==> src/rtl/multi_cycle_controller.sv <==
// Main control FSM for the multi-cycle RV32I core.
// Holds only the phase state and the sticky illegal flag; every datapath
// select and enable is decoded from the current state, opcode fields and ALU flags.
module multi_cycle_controller (
  input  logic       clock,
  input  logic       reset,
  input  logic [6:0] opcode,
  input  logic [2:0] funct3,
  input  logic       funct7b5,
  input  logic       zero,
  input  logic       lt,
  input  logic       ltu,
  input  logic       mem_ready,
  output logic       mem_read,
  output logic       mem_write,
  output logic       adr_src,
  output logic       ir_write,
  output logic       pc_write,
  output logic       reg_write,
  output logic [1:0] alu_src_a,
  output logic [1:0] alu_src_b,
  output logic [1:0] result_src,
  output logic [3:0] alu_ctrl,
  output logic [2:0] imm_src,
  output logic       instret,
  output logic       illegal
);

  localparam int unsigned AW = 4;

  localparam logic [6:0] OP_LOAD   = 7'b0000011;
  localparam logic [6:0] OP_STORE  = 7'b0100011;
  localparam logic [6:0] OP_R      = 7'b0110011;
  localparam logic [6:0] OP_I      = 7'b0010011;
  localparam logic [6:0] OP_AUIPC  = 7'b0010111;
  localparam logic [6:0] OP_LUI    = 7'b0110111;
  localparam logic [6:0] OP_BRANCH = 7'b1100011;
  localparam logic [6:0] OP_JAL    = 7'b1101111;
  localparam logic [6:0] OP_JALR   = 7'b1100111;

  localparam logic [AW-1:0] ALU_ADD  = AW'(0);
  localparam logic [AW-1:0] ALU_SUB  = AW'(1);
  localparam logic [AW-1:0] ALU_AND  = AW'(2);
  localparam logic [AW-1:0] ALU_OR   = AW'(3);
  localparam logic [AW-1:0] ALU_XOR  = AW'(4);
  localparam logic [AW-1:0] ALU_SLT  = AW'(5);
  localparam logic [AW-1:0] ALU_SLTU = AW'(6);
  localparam logic [AW-1:0] ALU_SLL  = AW'(7);
  localparam logic [AW-1:0] ALU_SRL  = AW'(8);
  localparam logic [AW-1:0] ALU_SRA  = AW'(9);

  typedef enum logic [3:0] {
    S_FETCH, S_DECODE, S_MEM_ADR, S_MEM_RD, S_MEM_WB, S_MEM_WR, S_EXEC_R,
    S_EXEC_I, S_AUIPC, S_LUI, S_ALU_WB, S_BRANCH, S_JALR_ADR, S_JAL, S_TRAP
  } state_t;

  state_t state, state_nxt;
  logic   taken;

  // funct3/alt-bit to ALU operation, shared by register and immediate forms
  function automatic logic [AW-1:0] alu_dec(input logic [2:0] f3, input logic alt);
    case (f3)
      3'b000:  alu_dec = alt ? ALU_SUB : ALU_ADD;
      3'b001:  alu_dec = ALU_SLL;
      3'b010:  alu_dec = ALU_SLT;
      3'b011:  alu_dec = ALU_SLTU;
      3'b100:  alu_dec = ALU_XOR;
      3'b101:  alu_dec = alt ? ALU_SRA : ALU_SRL;
      3'b110:  alu_dec = ALU_OR;
      default: alu_dec = ALU_AND;
    endcase
  endfunction

  // State register and sticky illegal flag
  always_ff @(posedge clock) begin
    if (reset) begin
      state   <= S_FETCH;
      illegal <= 1'b0;
    end else begin
      state <= state_nxt;
      if (state_nxt == S_TRAP) illegal <= 1'b1;
    end
  end

  // Immediate format follows the opcode in every state
  always_comb begin
    imm_src = 3'd0;
    case (opcode)
      OP_STORE:         imm_src = 3'd1;
      OP_BRANCH:        imm_src = 3'd2;
      OP_AUIPC, OP_LUI: imm_src = 3'd3;
      OP_JAL:           imm_src = 3'd4;
      default:          imm_src = 3'd0;
    endcase
  end

  // Branch condition from funct3 and the ALU compare flags
  always_comb begin
    taken = 1'b0;
    case (funct3)
      3'b000:  taken = zero;
      3'b001:  taken = ~zero;
      3'b100:  taken = lt;
      3'b101:  taken = ~lt;
      3'b110:  taken = ltu;
      3'b111:  taken = ~ltu;
      default: taken = 1'b0;
    endcase
  end

  // Next state and per-state datapath controls
  always_comb begin
    state_nxt  = state;
    mem_read   = 1'b0;
    mem_write  = 1'b0;
    adr_src    = 1'b0;
    ir_write   = 1'b0;
    pc_write   = 1'b0;
    reg_write  = 1'b0;
    alu_src_a  = 2'b00;
    alu_src_b  = 2'b00;
    result_src = 2'b00;
    alu_ctrl   = ALU_ADD;
    instret    = 1'b0;
    case (state)
      S_FETCH: begin
        mem_read = 1'b1;
        if (mem_ready) begin
          ir_write  = 1'b1;
          pc_write  = 1'b1;
          alu_src_b = 2'b10;
          state_nxt = S_DECODE;
        end
      end
      S_DECODE: begin
        alu_src_a = 2'b01;
        alu_src_b = 2'b01;
        case (opcode)
          OP_LOAD, OP_STORE: state_nxt = S_MEM_ADR;
          OP_R:              state_nxt = S_EXEC_R;
          OP_I:              state_nxt = S_EXEC_I;
          OP_AUIPC:          state_nxt = S_AUIPC;
          OP_LUI:            state_nxt = S_LUI;
          OP_BRANCH:         state_nxt = S_BRANCH;
          OP_JAL:            state_nxt = S_JAL;
          OP_JALR:           state_nxt = S_JALR_ADR;
          default:           state_nxt = S_TRAP;
        endcase
      end
      S_MEM_ADR: begin
        alu_src_a = 2'b10;
        alu_src_b = 2'b01;
        state_nxt = (opcode == OP_STORE) ? S_MEM_WR : S_MEM_RD;
      end
      S_MEM_RD: begin
        mem_read = 1'b1;
        adr_src  = 1'b1;
        if (mem_ready) state_nxt = S_MEM_WB;
      end
      S_MEM_WB: begin
        result_src = 2'b01;
        reg_write  = 1'b1;
        instret    = 1'b1;
        state_nxt  = S_FETCH;
      end
      S_MEM_WR: begin
        mem_write = 1'b1;
        adr_src   = 1'b1;
        if (mem_ready) begin
          instret   = 1'b1;
          state_nxt = S_FETCH;
        end
      end
      S_EXEC_R: begin
        alu_src_a = 2'b10;
        alu_ctrl  = alu_dec(funct3, funct7b5);
        state_nxt = S_ALU_WB;
      end
      S_EXEC_I: begin
        alu_src_a = 2'b10;
        alu_src_b = 2'b01;
        alu_ctrl  = alu_dec(funct3, funct7b5 & (funct3 == 3'b101));
        state_nxt = S_ALU_WB;
      end
      S_AUIPC: begin
        alu_src_a = 2'b01;
        alu_src_b = 2'b01;
        state_nxt = S_ALU_WB;
      end
      S_LUI: begin
        alu_src_a = 2'b11;
        alu_src_b = 2'b01;
        state_nxt = S_ALU_WB;
      end
      S_ALU_WB: begin
        reg_write = 1'b1;
        instret   = 1'b1;
        state_nxt = S_FETCH;
      end
      S_BRANCH: begin
        alu_src_a = 2'b10;
        alu_ctrl  = ALU_SUB;
        // funct3 010/011 has no branch meaning
        if (funct3[2:1] == 2'b01) begin
          state_nxt = S_TRAP;
        end else begin
          pc_write  = taken;
          instret   = 1'b1;
          state_nxt = S_FETCH;
        end
      end
      S_JALR_ADR: begin
        alu_src_a = 2'b10;
        alu_src_b = 2'b01;
        state_nxt = S_JAL;
      end
      S_JAL: begin
        // ALUOut already holds the target; ALU computes the link meanwhile
        pc_write  = 1'b1;
        alu_src_a = 2'b01;
        alu_src_b = 2'b10;
        state_nxt = S_ALU_WB;
      end
      S_TRAP: state_nxt = S_TRAP;
      default: state_nxt = S_TRAP;
    endcase
    // Reset abandons any instruction in flight
    if (reset) begin
      mem_read  = 1'b0;
      mem_write = 1'b0;
      ir_write  = 1'b0;
      pc_write  = 1'b0;
      reg_write = 1'b0;
      instret   = 1'b0;
    end
  end

endmodule

==> config.mk <==
export PLATFORM = sky130hd
export DESIGN_NAME = multi_cycle_controller
export DESIGN_NICKNAME = d
export VERILOG_FILES = /design/src/rtl/multi_cycle_controller.sv
export SDC_FILE = /design/constraint.sdc
export NUM_CORES = 1
export LEC_CHECK = 0
export CELL_PAD_IN_SITES_DETAIL_PLACEMENT = 2
export CELL_PAD_IN_SITES_GLOBAL_PLACEMENT = 2
export CORE_MARGIN = 3
export CORE_UTILIZATION = 19
export CTS_BUF_LIST = sky130_fd_sc_hd__clkbuf_4 sky130_fd_sc_hd__clkbuf_8 sky130_fd_sc_hd__clkbuf_16
export DETAILED_ROUTE_END_ITERATION = 12
export MAX_ROUTING_LAYER = met4
export PLACE_DENSITY_LB_ADDON = 0.1
export SYNTH_ARGS = -nofsm -noshare
export SYNTH_HDL_FRONTEND = slang
export SYNTH_SLANG_ARGS = --single-unit
==> constraint.sdc <==
create_clock -name clock -period 1.4 [get_ports clock]
set_input_delay 0.14 -clock clock [delete_from_list [all_inputs] [get_ports clock]]
set_output_delay 0.14 -clock clock [all_outputs]
set_load 0.02 [all_outputs]
==> metrics.md <==
| Metric | Value |
|---|---|
| Storage cell area | ~110 µm² |
| Routed WL | 5.945 mm |
| Synthesized instance count | ~140 |
| Die area | between 5000 and 6000 µm² |
| Met1 Use GR | 23.35% |
| Busiest grt layer | met2 |
| Final hold violation count | 0 |
| First-pass GRT wire length | roughly 7.9 mm |
| Drt first pass iters | 4 |
| Async set or reset register ratio after synthesis | 0% |
| RSZ-0062 raised after global routing | true |
| Worst VDD drop | slightly above 1 mV |
| Yosys top cell by area | dfxtp_1 |
| Final WS setup | -310.9 ps |
| Avg Vias per Cell | between 5 and 6 |
| Post-synth EDFFs | 0 |
| Placed Area | 1630 µm² |
| Startpoint Class | flop |
| Final min period | 1711 ps |
| Final TNS setup | -2447 ps |
| H-Tree Level Count | 1 |
| Initial Utilization | between 10% and 20% |
| I/O pins | 38 |
| Num CTS Buffers | 3 |
| Yosys reg bits | 5 |
| Syn_area_per_cell | about 6.4 µm² |
| Period utilisation layout | 122.2% |
| Total core area | roughly 4400 µm² |
| Status | complete, but fails checks |
| Syn Nets | between 150 and 200 |
| P_leak | about 0.00091 µW |
| Max Cap Viol | 0 |
| CTS Sinks | 5 |
| CTS clk-pin slew, worst paths | about 40 ps |
| PD cells | roughly 1600 nW/µm² |
| Met3 Use GR | less than 1% |
| GRT Total Usage | between 10% and 20% |
| Kind of critical path | reg -> reg |
| CTS max path bufs | 2 |
| Drt wl/cell | ~21 µm |
| Clk Latency, worst-skew pair | roughly 220 ps |
| Failing checks | negative setup slack |
| HP Class | reg -> reg |
| Commonest non-fill, non-tap cell in the layout | buf_4 |
| Number of fill cells in the layout | 499 |
| Synth top area share | 11.27% |
| Fin area | between 2000 and 2500 µm² |
| Number of distinct library cells after synthesis | 45 |
| Slew Limit Fails | 0 |
| Vias in the first global route | approximately 1500 |
| Synthesis-to-layout area growth | 143.9% |
| DIE HEIGHT | between 70 and 80 µm |
| Top FF cell, synth | dfxtp_1 |
| Syn. warnings | 0 |
| Synth area leaders | dfxtp_1 11%, nor3_1 6.2%, nand2_1 5.9%, nor2_1 5.9%, a21oi_1 5.6% |
| Met2 usage | around a third |
| Area of the multi-input gates | 1030 µm² |
| Commonest non-fill, non-tap cells in the layout | 60 x buf_4, 19 x buf_6, 11 x nand2_1, 11 x dlygate4sd2_1 |
| Initial antenna violation count | 0 |
| CTS tree | yes |
| DP HPWL | 3.448 mm |
| Worst r2r dst | illegal$_SDFFE_PP0N_ |
| Final-report setup violation count | 16 |
| Die width | approximately 74 µm |
| N_diodes | 0 |
| CP max FO | 7 |
| Origin of the worst setup path | state[2]$_SDFF_PP0_ |
| Layout Nets | roughly 250 |
| Largest net degree at the start of global routing | 10 |
| Gpl congestion | between 0.8 and 0.9 |
| Routed Antenna Nets | 0 |
| Critical Path End | illegal$_SDFFE_PP0N_ |
| Ratio of cells with drive above 1 in the final layout | between 60 and 70% |
| CP arrival | roughly 1800 ps |
| Worst r2r path cells | 7 |
| Total gr overflow | 0 |
| Max Clk Rate | between 500 and 600 MHz |
| Root Driver | clkbuf_8 |
| Required time worst endpoint | between 1000 and 1500 ps |
| Vias | 1433 |
| FF-to-FF setup slack | -310 ps |
| Crit. End Element | flop |
| Cell Rows | 24 |
| Seq/Total Area, Yosys | 11.27% |
| Synth Cell Area | between 800 and 900 µm² |
| Count of input and output buffers | 36 |
| DRC Markers | 0 |
| R2R Path Start | state[2]$_SDFF_PP0_ |
| Worst Skew | about 2.6 ps |
| Detailed Route Iter0 Violations | 33 |
## synthesized netlist by cell type, types with 3 or more instances
cell type / number
a21oi_1: 10
buf_2: 8
buf_6: 3
dfxtp_1: 5
inv_1: 6
mux2i_1: 3
nand2_1: 14
nor2_1: 14
nor2b_1: 7
nor3_1: 11
nor4_1: 6
o21ai_0: 7
o31ai_1: 4
## how the worst min path moves through the flow
| stage | start | depth (start not counted) | to |
|---|---|---|---|
| CTS | illegal$_SDFFE_PP0N_ | 2 | illegal$_SDFFE_PP0N_ |
| global route | illegal$_SDFFE_PP0N_ | 2 | illegal$_SDFFE_PP0N_ |
| global placement | illegal$_SDFFE_PP0N_ | 2 | illegal$_SDFFE_PP0N_ |
| detailed placement | illegal$_SDFFE_PP0N_ | 2 | illegal$_SDFFE_PP0N_ |
| finish | illegal$_SDFFE_PP0N_ | 2 | illegal$_SDFFE_PP0N_ |
| floorplan | reset | 1 | mem_write |
## report_power, final
part           leakage [µW]  internal (µW)  switching [µW]
combinational      0.000841           1370            1400
clock             0.0000262            215            68.1
sequential        0.0000434            211             111
total              0.000911           1800            1580
## what timing repair did
action	in CTS	in global routing
setup buffers	13	5
pin swaps	24	17
hold buffers	0	0
resized for setup	184	38
endpoints found under the setup margin	24	20
## cell families after synthesis
group | count (synthesis) | synth area share (%)
AOI/OAI and AO/OA | 34 | 24.93
xor gates and xnor gates | 4 | 3.944
buffers and inverters | 20 | 12.54
DFF | 5 | 11.27
muxes | 3 | 3.380
other | 1 | 0.4221
and+or+nand+nor | 71 | 43.52
## layer usage
| layer | vias to the layer above | routed length, µm |
|---|---|---|
| met3 | 12 | 138 |
| li1 | 671 | - |
| met5 | - | 0 |
| met1 | 715 | 2419 |
| met4 | 0 | 170 |
| met2 | 35 | 3216 |
## per-stage QoR
step	power [µW]	setup WS (ps)	hold slack, ps	utilization, %	std cells
2_1_floorplan	1220	-152.4	335.2	-	138
3_3_place_gp	2085	-792.4	455.4	36.68	259
3_5_place_dp	2141	-786.2	456.2	36.68	259
4_1_cts	2898	-234.8	476.1	44.62	275
5_1_grt	3577	-397.9	509.3	48.76	280
6_report	3380	-310.9	473.7	48.76	280
## final cells by class
| class | count | share of cell area (%) |
|---|---|---|
| multi-input combinational | 113 | 47.52 |
| tap | 52 | 3.002 |
| inverter | 6 | 1.155 |
| timing repair buffer | 100 | 40.88 |
| clock buffer | 4 | 2.252 |
| sequential | 5 | 5.196 |
## registers in the layout (all words and copies together) (netlist names)
| signal | flops |
|---|---|
| illegal | 1 |
| state | 4 |
## critical path, stage by stage, from the launching register on
cell and delay [ps]:
dfxtp_2 320, buf_8 140, buf_6 120, nor4b_4 130, o31ai_2 260, o31ai_2 130, a311oi_2 350, o32ai_2 120
Power figures use the tool's default switching activity.
